<file path="config.mk">
export PLATFORM = sky130hd
export DESIGN_NAME = pid_ctrl_flat
export DESIGN_NICKNAME = d
export VERILOG_FILES = /design/src/rtl/pid_ctrl_if.sv /design/src/rtl/pid_ctrl.sv /design/src/flat_wrapper.sv
export SDC_FILE = /design/constraint.sdc
export NUM_CORES = 1
export LEC_CHECK = 0
export ABC_CLOCK_PERIOD_IN_PS = 12300
export CORE_MARGIN = 3
export CORE_UTILIZATION = 60
export CTS_CLUSTER_SIZE = 10
export DETAILED_ROUTE_END_ITERATION = 16
export PLACE_DENSITY = 0.93
export SLEW_MARGIN = 20
export SYNTH_ARGS = -nofsm -noshare
export SYNTH_HDL_FRONTEND = slang
export SYNTH_SLANG_ARGS = --single-unit
</file>
<file path="constraint.sdc">
create_clock -name clk -period 12.3 [get_ports clk]
set_input_delay 2.46 -clock clk [delete_from_list [all_inputs] [get_ports clk]]
set_output_delay 2.46 -clock clk [all_outputs]
set_load 0.02 [all_outputs]
</file>
<file path="src/rtl/pid_ctrl_if.sv">
// Sample/result handshake bundle for pid_ctrl.
// valid/ready: a sample transfers on a rising clk edge where in_valid && in_ready;
// out_valid is a one-cycle pulse with vc/sat_* already updated and held afterwards.
interface pid_ctrl_if #(
    parameter int N = 32
);
    logic                in_valid;
    logic                in_ready;
    logic signed [N-1:0] xref;
    logic signed [N-1:0] xf;
    logic                out_valid;
    logic signed [N-1:0] vc;
    logic                sat_hi;
    logic                sat_lo;

    modport master (
        output in_valid, xref, xf,
        input  in_ready, out_valid, vc, sat_hi, sat_lo
    );

    modport slave (
        input  in_valid, xref, xf,
        output in_ready, out_valid, vc, sat_hi, sat_lo
    );
endinterface

</file>
<file path="src/rtl/pid_ctrl.sv">
// Fixed-point PID controller: one shared rounding Q-multiplier time-sliced over P/I/D,
// conditional-integration anti-windup and clamped output.
module pid_ctrl #(
    parameter int                N    = 32,
    parameter int                Q    = 28,
    parameter logic signed [N-1:0] KP   = 32'sh1000_0000,
    parameter logic signed [N-1:0] KI   = 32'sh1000_0000,
    parameter logic signed [N-1:0] KD   = 32'sh0000_0000,
    parameter logic signed [N-1:0] VMIN = 32'sh0010_0000,
    parameter logic signed [N-1:0] VMAX = 32'sh4000_0000
) (
    input  logic       clk,
    input  logic       rst,
    input  logic       clear,
    pid_ctrl_if.slave  bus,
    output logic [2:0] dbg_state
);

    typedef enum logic [2:0] {
        IDLE   = 3'd0,
        MUL_P  = 3'd1,
        MUL_I  = 3'd2,
        MUL_D  = 3'd3,
        UPDATE = 3'd4
    } state_t;

    localparam logic signed [N-1:0] SMAX = {1'b0, {(N-1){1'b1}}};
    localparam logic signed [N-1:0] SMIN = {1'b1, {(N-1){1'b0}}};
    localparam logic signed [2*N:0] RND  = {{(2*N){1'b0}}, 1'b1} << (Q-1);

    state_t              state;
    logic                out_valid_q;
    logic signed [N-1:0] vc_q;
    logic                sat_hi_q;
    logic                sat_lo_q;
    logic signed [N-1:0] i_acc;
    logic signed [N-1:0] e_prev;
    logic signed [N-1:0] e;
    logic signed [N-1:0] d;
    logic signed [N-1:0] p;
    logic signed [N-1:0] it;
    logic signed [N-1:0] dt;

    // Saturate an (N+1)-bit two-operand sum/difference to N bits.
    function automatic logic signed [N-1:0] sat1(input logic [N:0] v);
        if (v[N] != v[N-1]) return v[N] ? SMIN : SMAX;
        return v[N-1:0];
    endfunction

    // Saturate an (N+2)-bit three-operand sum to N bits.
    function automatic logic signed [N-1:0] sat2(input logic [N+1:0] v);
        if ((v[N+1] != v[N]) || (v[N] != v[N-1])) return v[N+1] ? SMIN : SMAX;
        return v[N-1:0];
    endfunction

    // Error and derivative of the incoming sample.
    logic signed [N-1:0] e_new;
    logic signed [N-1:0] d_new;
    always_comb begin
        e_new = sat1({bus.xref[N-1], bus.xref} - {bus.xf[N-1], bus.xf});
        d_new = sat1({e_new[N-1], e_new} - {e_prev[N-1], e_prev});
    end

    // Shared multiplier: operand pair selected by the current multiply state.
    logic signed [N-1:0]   mul_a;
    logic signed [N-1:0]   mul_b;
    logic signed [2*N-1:0] mul_a_ext;
    logic signed [2*N-1:0] mul_b_ext;
    logic signed [2*N-1:0] prod;
    logic signed [2*N:0]   prod_rnd;
    logic signed [2*N:0]   prod_sh;
    logic signed [N-1:0]   mul_q;
    always_comb begin
        mul_a = KP;
        mul_b = e;
        case (state)
            MUL_I:   begin mul_a = KI; mul_b = e; end
            MUL_D:   begin mul_a = KD; mul_b = d; end
            default: begin mul_a = KP; mul_b = e; end
        endcase
        mul_a_ext = {{N{mul_a[N-1]}}, mul_a};
        mul_b_ext = {{N{mul_b[N-1]}}, mul_b};
        prod      = mul_a_ext * mul_b_ext;
        prod_rnd  = $signed({prod[2*N-1], prod}) + RND;
        prod_sh   = prod_rnd >>> Q;
        if ((&prod_sh[2*N:N-1]) || !(|prod_sh[2*N:N-1]))
            mul_q = prod_sh[N-1:0];
        else
            mul_q = prod_sh[2*N] ? SMIN : SMAX;
    end

    // Update-stage arithmetic; hold uses the flags left by the previous update.
    logic                hold;
    logic signed [N-1:0] i_acc_new;
    logic signed [N-1:0] vcont;
    logic signed [N-1:0] vc_next;
    logic                hi_next;
    logic                lo_next;
    always_comb begin
        hold      = (sat_hi_q && !it[N-1] && (it != '0)) || (sat_lo_q && it[N-1]);
        i_acc_new = hold ? i_acc : sat1({i_acc[N-1], i_acc} + {it[N-1], it});
        vcont     = sat2({{2{p[N-1]}}, p} + {{2{i_acc_new[N-1]}}, i_acc_new}
                         + {{2{dt[N-1]}}, dt});
        vc_next   = vcont;
        hi_next   = 1'b0;
        lo_next   = 1'b0;
        if (vcont >= VMAX) begin
            vc_next = VMAX;
            hi_next = 1'b1;
        end else if (vcont <= VMIN) begin
            vc_next = VMIN;
            lo_next = 1'b1;
        end
    end

    always_ff @(posedge clk or negedge rst) begin
        if (!rst) begin
            state       <= IDLE;
            out_valid_q <= 1'b0;
            vc_q        <= VMIN;
            sat_hi_q    <= 1'b0;
            sat_lo_q    <= 1'b0;
            i_acc       <= '0;
            e_prev      <= '0;
            e           <= '0;
            d           <= '0;
            p           <= '0;
            it          <= '0;
            dt          <= '0;
        end else begin
            out_valid_q <= 1'b0;
            if (clear) begin
                // Abort any in-flight sample; vc deliberately keeps its value.
                state    <= IDLE;
                i_acc    <= '0;
                e_prev   <= '0;
                sat_hi_q <= 1'b0;
                sat_lo_q <= 1'b0;
            end else begin
                case (state)
                    IDLE: begin
                        if (bus.in_valid) begin
                            e     <= e_new;
                            d     <= d_new;
                            state <= MUL_P;
                        end
                    end
                    MUL_P: begin
                        p     <= mul_q;
                        state <= MUL_I;
                    end
                    MUL_I: begin
                        it    <= mul_q;
                        state <= MUL_D;
                    end
                    MUL_D: begin
                        dt    <= mul_q;
                        state <= UPDATE;
                    end
                    UPDATE: begin
                        i_acc       <= i_acc_new;
                        vc_q        <= vc_next;
                        sat_hi_q    <= hi_next;
                        sat_lo_q    <= lo_next;
                        e_prev      <= e;
                        out_valid_q <= 1'b1;
                        state       <= IDLE;
                    end
                    default: state <= IDLE;
                endcase
            end
        end
    end

    assign bus.in_ready  = (state == IDLE) && !clear;
    assign bus.out_valid = out_valid_q;
    assign bus.vc        = vc_q;
    assign bus.sat_hi    = sat_hi_q;
    assign bus.sat_lo    = sat_lo_q;
    assign dbg_state     = state;

endmodule

</file>
<file path="src/flat_wrapper.sv">
// flat-port wrapper written by rule: the top's interface ports become plain ports
module pid_ctrl_flat 
#(
    parameter int                N    = 32,
    parameter int                Q    = 28,
    parameter logic signed [N-1:0] KP   = 32'sh1000_0000,
    parameter logic signed [N-1:0] KI   = 32'sh1000_0000,
    parameter logic signed [N-1:0] KD   = 32'sh0000_0000,
    parameter logic signed [N-1:0] VMIN = 32'sh0010_0000,
    parameter logic signed [N-1:0] VMAX = 32'sh4000_0000
)
  (clk, rst, clear, dbg_state, bus_in_valid, bus_xref, bus_xf, bus_in_ready, bus_out_valid, bus_vc, bus_sat_hi, bus_sat_lo);
  pid_ctrl_if #(.N(N)) bus_i ();
  input  logic clk;
  input  logic rst;
  input  logic clear;
  output logic [2:0] dbg_state;
  input wire logic [$bits(bus_i.in_valid)-1:0] bus_in_valid;
  input wire logic [$bits(bus_i.xref)-1:0] bus_xref;
  input wire logic [$bits(bus_i.xf)-1:0] bus_xf;
  output wire logic [$bits(bus_i.in_ready)-1:0] bus_in_ready;
  output wire logic [$bits(bus_i.out_valid)-1:0] bus_out_valid;
  output wire logic [$bits(bus_i.vc)-1:0] bus_vc;
  output wire logic [$bits(bus_i.sat_hi)-1:0] bus_sat_hi;
  output wire logic [$bits(bus_i.sat_lo)-1:0] bus_sat_lo;
  assign bus_i.in_valid = bus_in_valid;
  assign bus_i.xref = bus_xref;
  assign bus_i.xf = bus_xf;
  assign bus_in_ready = bus_i.in_ready;
  assign bus_out_valid = bus_i.out_valid;
  assign bus_vc = bus_i.vc;
  assign bus_sat_hi = bus_i.sat_hi;
  assign bus_sat_lo = bus_i.sat_lo;
  pid_ctrl #(.N(N), .Q(Q), .KP(KP), .KI(KI), .KD(KD), .VMIN(VMIN), .VMAX(VMAX)) u_core (.clk(clk), .rst(rst), .clear(clear), .bus(bus_i), .dbg_state(dbg_state));
endmodule
</file>
-- Yosys cells after proc, flatten, opt, wreduce, memory -nomap -nowiden
Cells that the tools add are included.
- register bits after elaboration: 262
- input bits: 68
- order comparisons: 2
- bitwise operators: 1
- add/subtract/negate cells: 6
- $mul: 1
- multiplexer cells: 39
- equality and inequality tests: 10
- reduce and logical (&&, ||, !) cells: 20
- operators by type and width (cell ; count):
    $mux 32 ; 22
    $add 32x32->33 ; 2
    $sub 32x32->33 ; 2
    $add 62x29->63 const B ; 1
    $mul 30x32->62 ; 1
    $add 34x34->34 ; 1
    $ge 32x32->1 const B ; 1
    $le 32x22->1 const B ; 1
    $reduce_bool 32->1 ; 1
    $mux 29 ; 1
    $mux 1 ; 13
    $pmux 3 s4 ; 1
    $reduce_and 2->1 ; 4
    $eq 3x2->1 const B ; 2
    $mux 3 ; 2
    $reduce_and 6->1 ; 1
    $reduce_or 6->1 ; 1
    $ne 1x1->1 ; 5
    $logic_and 1x1->1 ; 4
    $eq 3x1->1 const B ; 1
    $eq 3x3->1 const B ; 1
    $logic_not 1->1 ; 3
    $logic_not 3->1 ; 1
    $logic_or 1x1->1 ; 3
    other kinds (4) ; 4

-- Depth between registers and ports, before layout
- depth in word-level cells: 16
- depth in mapped cells: 38
- gate-level depth less buffers: 35

-- Worst setup path before layout
Ideal clock, no wire load.
- path kind: register to register
- from: reg u_core.it[0]
- to: reg u_core.vc_q[11] (netlist: u_core.bus.vc[11])
- setup time: 119 ps
- arrival time: 8285 ps
- stages on the path, launching flop included: 38
- slack: 3896 ps
- path through: dfrtp_1 ha_1 fa_1 a21o_1 a21oi_1 o21ai_0 a21o_1 nand3_1 o21ai_1 a31oi_1 a31oi_2 o21bai_2 clkbuf_1 o21ai_0 ha_1 fa_1 a21o_1 a21oi_1 [... 2 more ...] a21oi_1 o31ai_1 a41oi_1 a21bo_2 mux2_2 a211oi_1 ha_1 clkbuf_1 and2_1 nand4_1 or3_1 and3_1 mux4_2 nor2_2 a21oi_2 buf_4 a31oi_1 o21ai_2
- cells in the longest elaborated chain, start to end: 14
- elaborated cells on any way between the ends: 23
- classes of those cells: 3 x add/sub; 2 x order compare; 3 x eq/ne; 11 x mux; 4 x reduce/logical
- RTL lines (element ; line ; source):
    start: declaration ; pid_ctrl.sv:41 ; logic signed [N-1:0] it;
    start signal: assignment ; pid_ctrl.sv:153 ; it <= mul_q;
    $add 32x32->33 ; pid_ctrl.sv:101 ; i_acc_new = hold ? i_acc : sat1({i_acc[N-1], i_acc} + {it[N-1], it});
    $mux 32 or $ne 1x1->1 (tied branches) ; pid_ctrl.sv:46 ; if (v[N] != v[N-1]) return v[N] ? SMIN : SMAX;
    $mux 32 or $mux 1 (tied branches) ; pid_ctrl.sv:46 ;
    $mux 32 ; pid_ctrl.sv:47 ; return v[N-1:0];
    $mux 32 * ; pid_ctrl.sv:101 ;
    $add 32x32->33 * ; pid_ctrl.sv:102 ; vcont = sat2({{2{p[N-1]}}, p} + {{2{i_acc_new[N-1]}}, i_acc_new}
    $add 34x34->34 * ; pid_ctrl.sv:103 ; + {{2{dt[N-1]}}, dt});
    $ne 1x1->1 ; pid_ctrl.sv:52 ; if ((v[N+1] != v[N]) || (v[N] != v[N-1])) return v[N+1] ? SMIN : SMAX;
    $logic_or 1x1->1 ; pid_ctrl.sv:52 ;
    $mux 1 ; pid_ctrl.sv:52 ;
    $mux 32 * ; pid_ctrl.sv:53 ; return v[N-1:0];
    $le 32x22->1 ; pid_ctrl.sv:110 ; end else if (vcont <= VMIN) begin
    $mux 32 ; pid_ctrl.sv:110 ;
    $mux 32 * ; pid_ctrl.sv:107 ; if (vcont >= VMAX) begin
    end signal: assignment ; pid_ctrl.sv:162 ; vc_q <= vc_next;
    end: declaration ; pid_ctrl.sv:33 ; logic signed [N-1:0] vc_q;
Mark *: on every way between the ends. The rest lies on a longest branch, timed or not. The select of a mux whose other input is x is not followed.
A chain may end at the register's enable or synchronous reset.

-- Worst setup path in the final report
- from: reg u_core.it[0]
- to: reg u_core.vc_q[27] (netlist: u_core.bus.vc[27])
The elaborated chain is that of the path after synthesis.

==> flow_summary.toml <==
[yosys]
seq_area_frac_synth_pct = 31.9
ys_types = 90
yosys.area.top_type = "dfrtp_1"
ys.flop_type = "dfrtp_1"
synth-seq-cells = 198
synth_cells = 1843
synth_most_common_cell = "nand2_1"
ys_warn_count = 0
yosysTopAreaCellShare_pct = 31.7
synth.area.top_cells = "dfrtp_1 (32%), ha_1 (10%), nand2_1 (6.1%), a21oi_1 (6.0%), o21ai_0 (4.7%)"
netlist_top_cells_count = "nand2_1 (252), dfrtp_1 (197), a21oi_1 (185), o21ai_0 (147), ha_1 (130)"
netlist_area_um2 = 15600
synthesis.nets = 2045
synthArstFlopShare_pct = 100
syn_avg_cell_area_um2 = 8.44
synth-edff-count = 0

[worst_setup_path]
critPathLaunchType = "register"
path_max_fanout = 21
endpoint_kind = "register"
worstSetupPathType = "register to register"
slowest_delay_ns = 0.76
cpMaxStageDelayCell = "a21oi_2"
r2r_setup_slack_ns = 1.99
cp.arrival_ns = 10.62
required_ns = 12.61

[detailed_routing]
drt-initial-drc-count = 1079
vias_per_cell = 6.27
ant_nets = 0
dr.pass1.iters = 5
drcViolationCount = 0
drt-total-wl_um = 40200
wl_per_cell_um = 18.0
vias = 14000

[cts]
cts_root_buf = "clkbuf_16"
postCtsSetupRepairBufs = 0
clock_path_buffers = 2
cts_tree = "yes"
cts_made_buffers = 17
clk-insertion-delay-late_ns = 0.46
cts_resized = 0
holdBufCountCts = 0
cts.sinks = 198
htreeDepth = 4
clk_pin_slew_worst_paths_ns = 0.08

[sta]
clock-skew-final_ns = 0.0195
hold_slack_ns = 0.485
rsz0062_at_grt = "no"
hold_viol = 0
setup_viol = 0
slew_headroom_pct = 30.5
finalCritPeriodShare_pct = 83.8
setup_slack_ns = 1.99
post-route-min-period_ns = 10.31
totalNegativeSetupSlack_ns = 0
maxSlewViolCount = 0
tightest_slew_ns = 1.01
clock.fmax_mhz = 97.0

[placement]
dp.final_hpwl_um = 30300
numPortBuffers = 106
dpl_worst_slack_ns = 2.17
gp_congestion = 0.924
placed_cells = 2201

[floorplan]
num_rows = 58
ios = 107
die_w_um = 167
initial_core_util_pct = 61.4
dieHeight_um = 167
die-area_um2 = 27900
core_area_um2 = 25300

[final_layout]
fin_cells = 2233
antenna_cells = 0
seq_area_um2 = 4960
drive_gt1_share_pct = 7.83
multi_input_area_um2 = 9990
nNetsFinal = 2092
synthToLayoutAreaGrowth_pct = 11.7
nFillCells = 1940

[pwr]
total_leakage_power_uw = 0.00815
ir_drop_mv = 0.223
power.density_nw_per_um2 = 286

[outcome]
status = "finished, final reports clean"

[worst_hold_path]
min_path_type = "register to register"

[grt]
grt_pass1_wl_um = 66500
antenna_found_initial = 0
grt_overflow = 0
grt_usage_pct = 28.4
grt_pass1_vias = 13800
grt_max_degree = 75

[run]
cap_viol_max_count = 0
where the power goes:
| part | internal [uW] | switching (uW) | leakage, uW | total (uW) |
|---|---|---|---|---|
| Sequential | 819 | 177 | 0.00255 | 996 |
| Clock | 280 | 303 | 0.000296 | 583 |
| Combinational | 1290 | 2090 | 0.00530 | 3380 |
path summary, 6_finish.rpt:
| path | startpoint | end | cells after the start |
|---|---|---|---|
| worst min register to register | u_core.bus.vc[17] | u_core.bus.vc[17] | 2 |
| worst min-delay path | u_core.bus.vc[17] | u_core.bus.vc[17] | 2 |
| min in group asynchronous | rst | u_core.bus.vc[0] | 1 |
| worst max-delay path | u_core.it[0] | u_core.bus.vc[27] | 35 |
| worst max register to register | u_core.it[0] | u_core.bus.vc[27] | 35 |
| max in group asynchronous | rst | u_core.it[18] | 3 |
logic make-up (layout without fill, tap and decap cells):
logic type,Yosys count,in the layout,synth area share (%)
simple gates,574,574,17.5
xor+xnor,98,98,5.52
flops,198,198,31.9
buf+inv,158,218,4.18
compound gates,609,609,24.9
mux,52,52,3.78
fa+ha+maj,154,154,12.3
state kept, by name, indices dropped and copies added, names as in the netlist:
register              count
u_core.bus.vc            32
u_core.p                 32
u_core.bus.sat_lo         1
u_core.bus.out_valid      1
u_core.it                32
u_core.bus.sat_hi         1
u_core.i_acc             32
u_core.dbg_state          3
u_core.e                 32
u_core.dt                32
worst max-delay path: cells and delay by family, from the launching register on:
kind	cells	cell delay, ns
AOI/OAI and AO/OA	26	7.20
DFF	1	0.41
muxes	1	0.36
and+or+nand+nor	2	0.33
xor gates and xnor gates	1	0.15
adders and majority gates	5	1.71
metal layers:
metal / part of all wire (%) / GRT usage, % / up-vias
li1: - / - / 6724
met1: 42 / 36.4 / 6616
met2: 48 / 49.0 / 557
met3: 6.8 / 3.89 / 104
met4: 3.0 / 10.4 / 0
met5: 0 / 0 / -
layout make-up:
class | count | share of cell area [%]
Multi-Input combinational cell | 1487 | 57.5
Sequential cell | 198 | 28.5
Timing Repair Buffer | 116 | 6.56
Clock buffer | 17 | 2.45
Tap cell | 330 | 2.38
Inverter | 70 | 1.51
Clock inverter | 15 | 1.11
cell usage in the layout (no fill, tap or decap), types with 10 or more instances in the layout:
cell type        netlist  routed
inv_1                 70      70
o21a_1                18      18
nor3_1                24      23
nor4_1                18      18
nand3_1               35      35
clkdlybuf4s50_1        0     105
clkbuf_16              0      17
xor2_1                40      40
nor2b_1               50      50
ha_1                 130     130
nor2_1                92      92
o31ai_1               20      20
o211ai_1              14      14
a211oi_1              17      17
xnor2_1               58      58
o21ai_0              147     146
maj3_1                20      20
nand2_1              252     252
a21o_1                62      61
and3_1                19      19
buf_4                  4      10
nand4_1               12      12
dfrtp_1              197     197
nand2b_1              20      20
o21bai_1              19      19
a21oi_1              185     185
o21ai_2               23      23
mux2_2                44      44
a31oi_1               17      17
or3_1                 14      14
o21ai_1               10      10
stage by stage:
| step | power [uW] | area [um2] | utilization, % |
|---|---|---|---|
| floorplan | 3530 | 15600 | - |
| CTS | 4900 | 17400 | 68.6 |
| global placement | 4160 | 16700 | 66.1 |
| detailed placement | 4260 | 16800 | 66.1 |
| finish | 4960 | 17400 | 68.6 |
| global route | 5350 | 17400 | 68.6 |
Power figures use the tool's default switching activity.
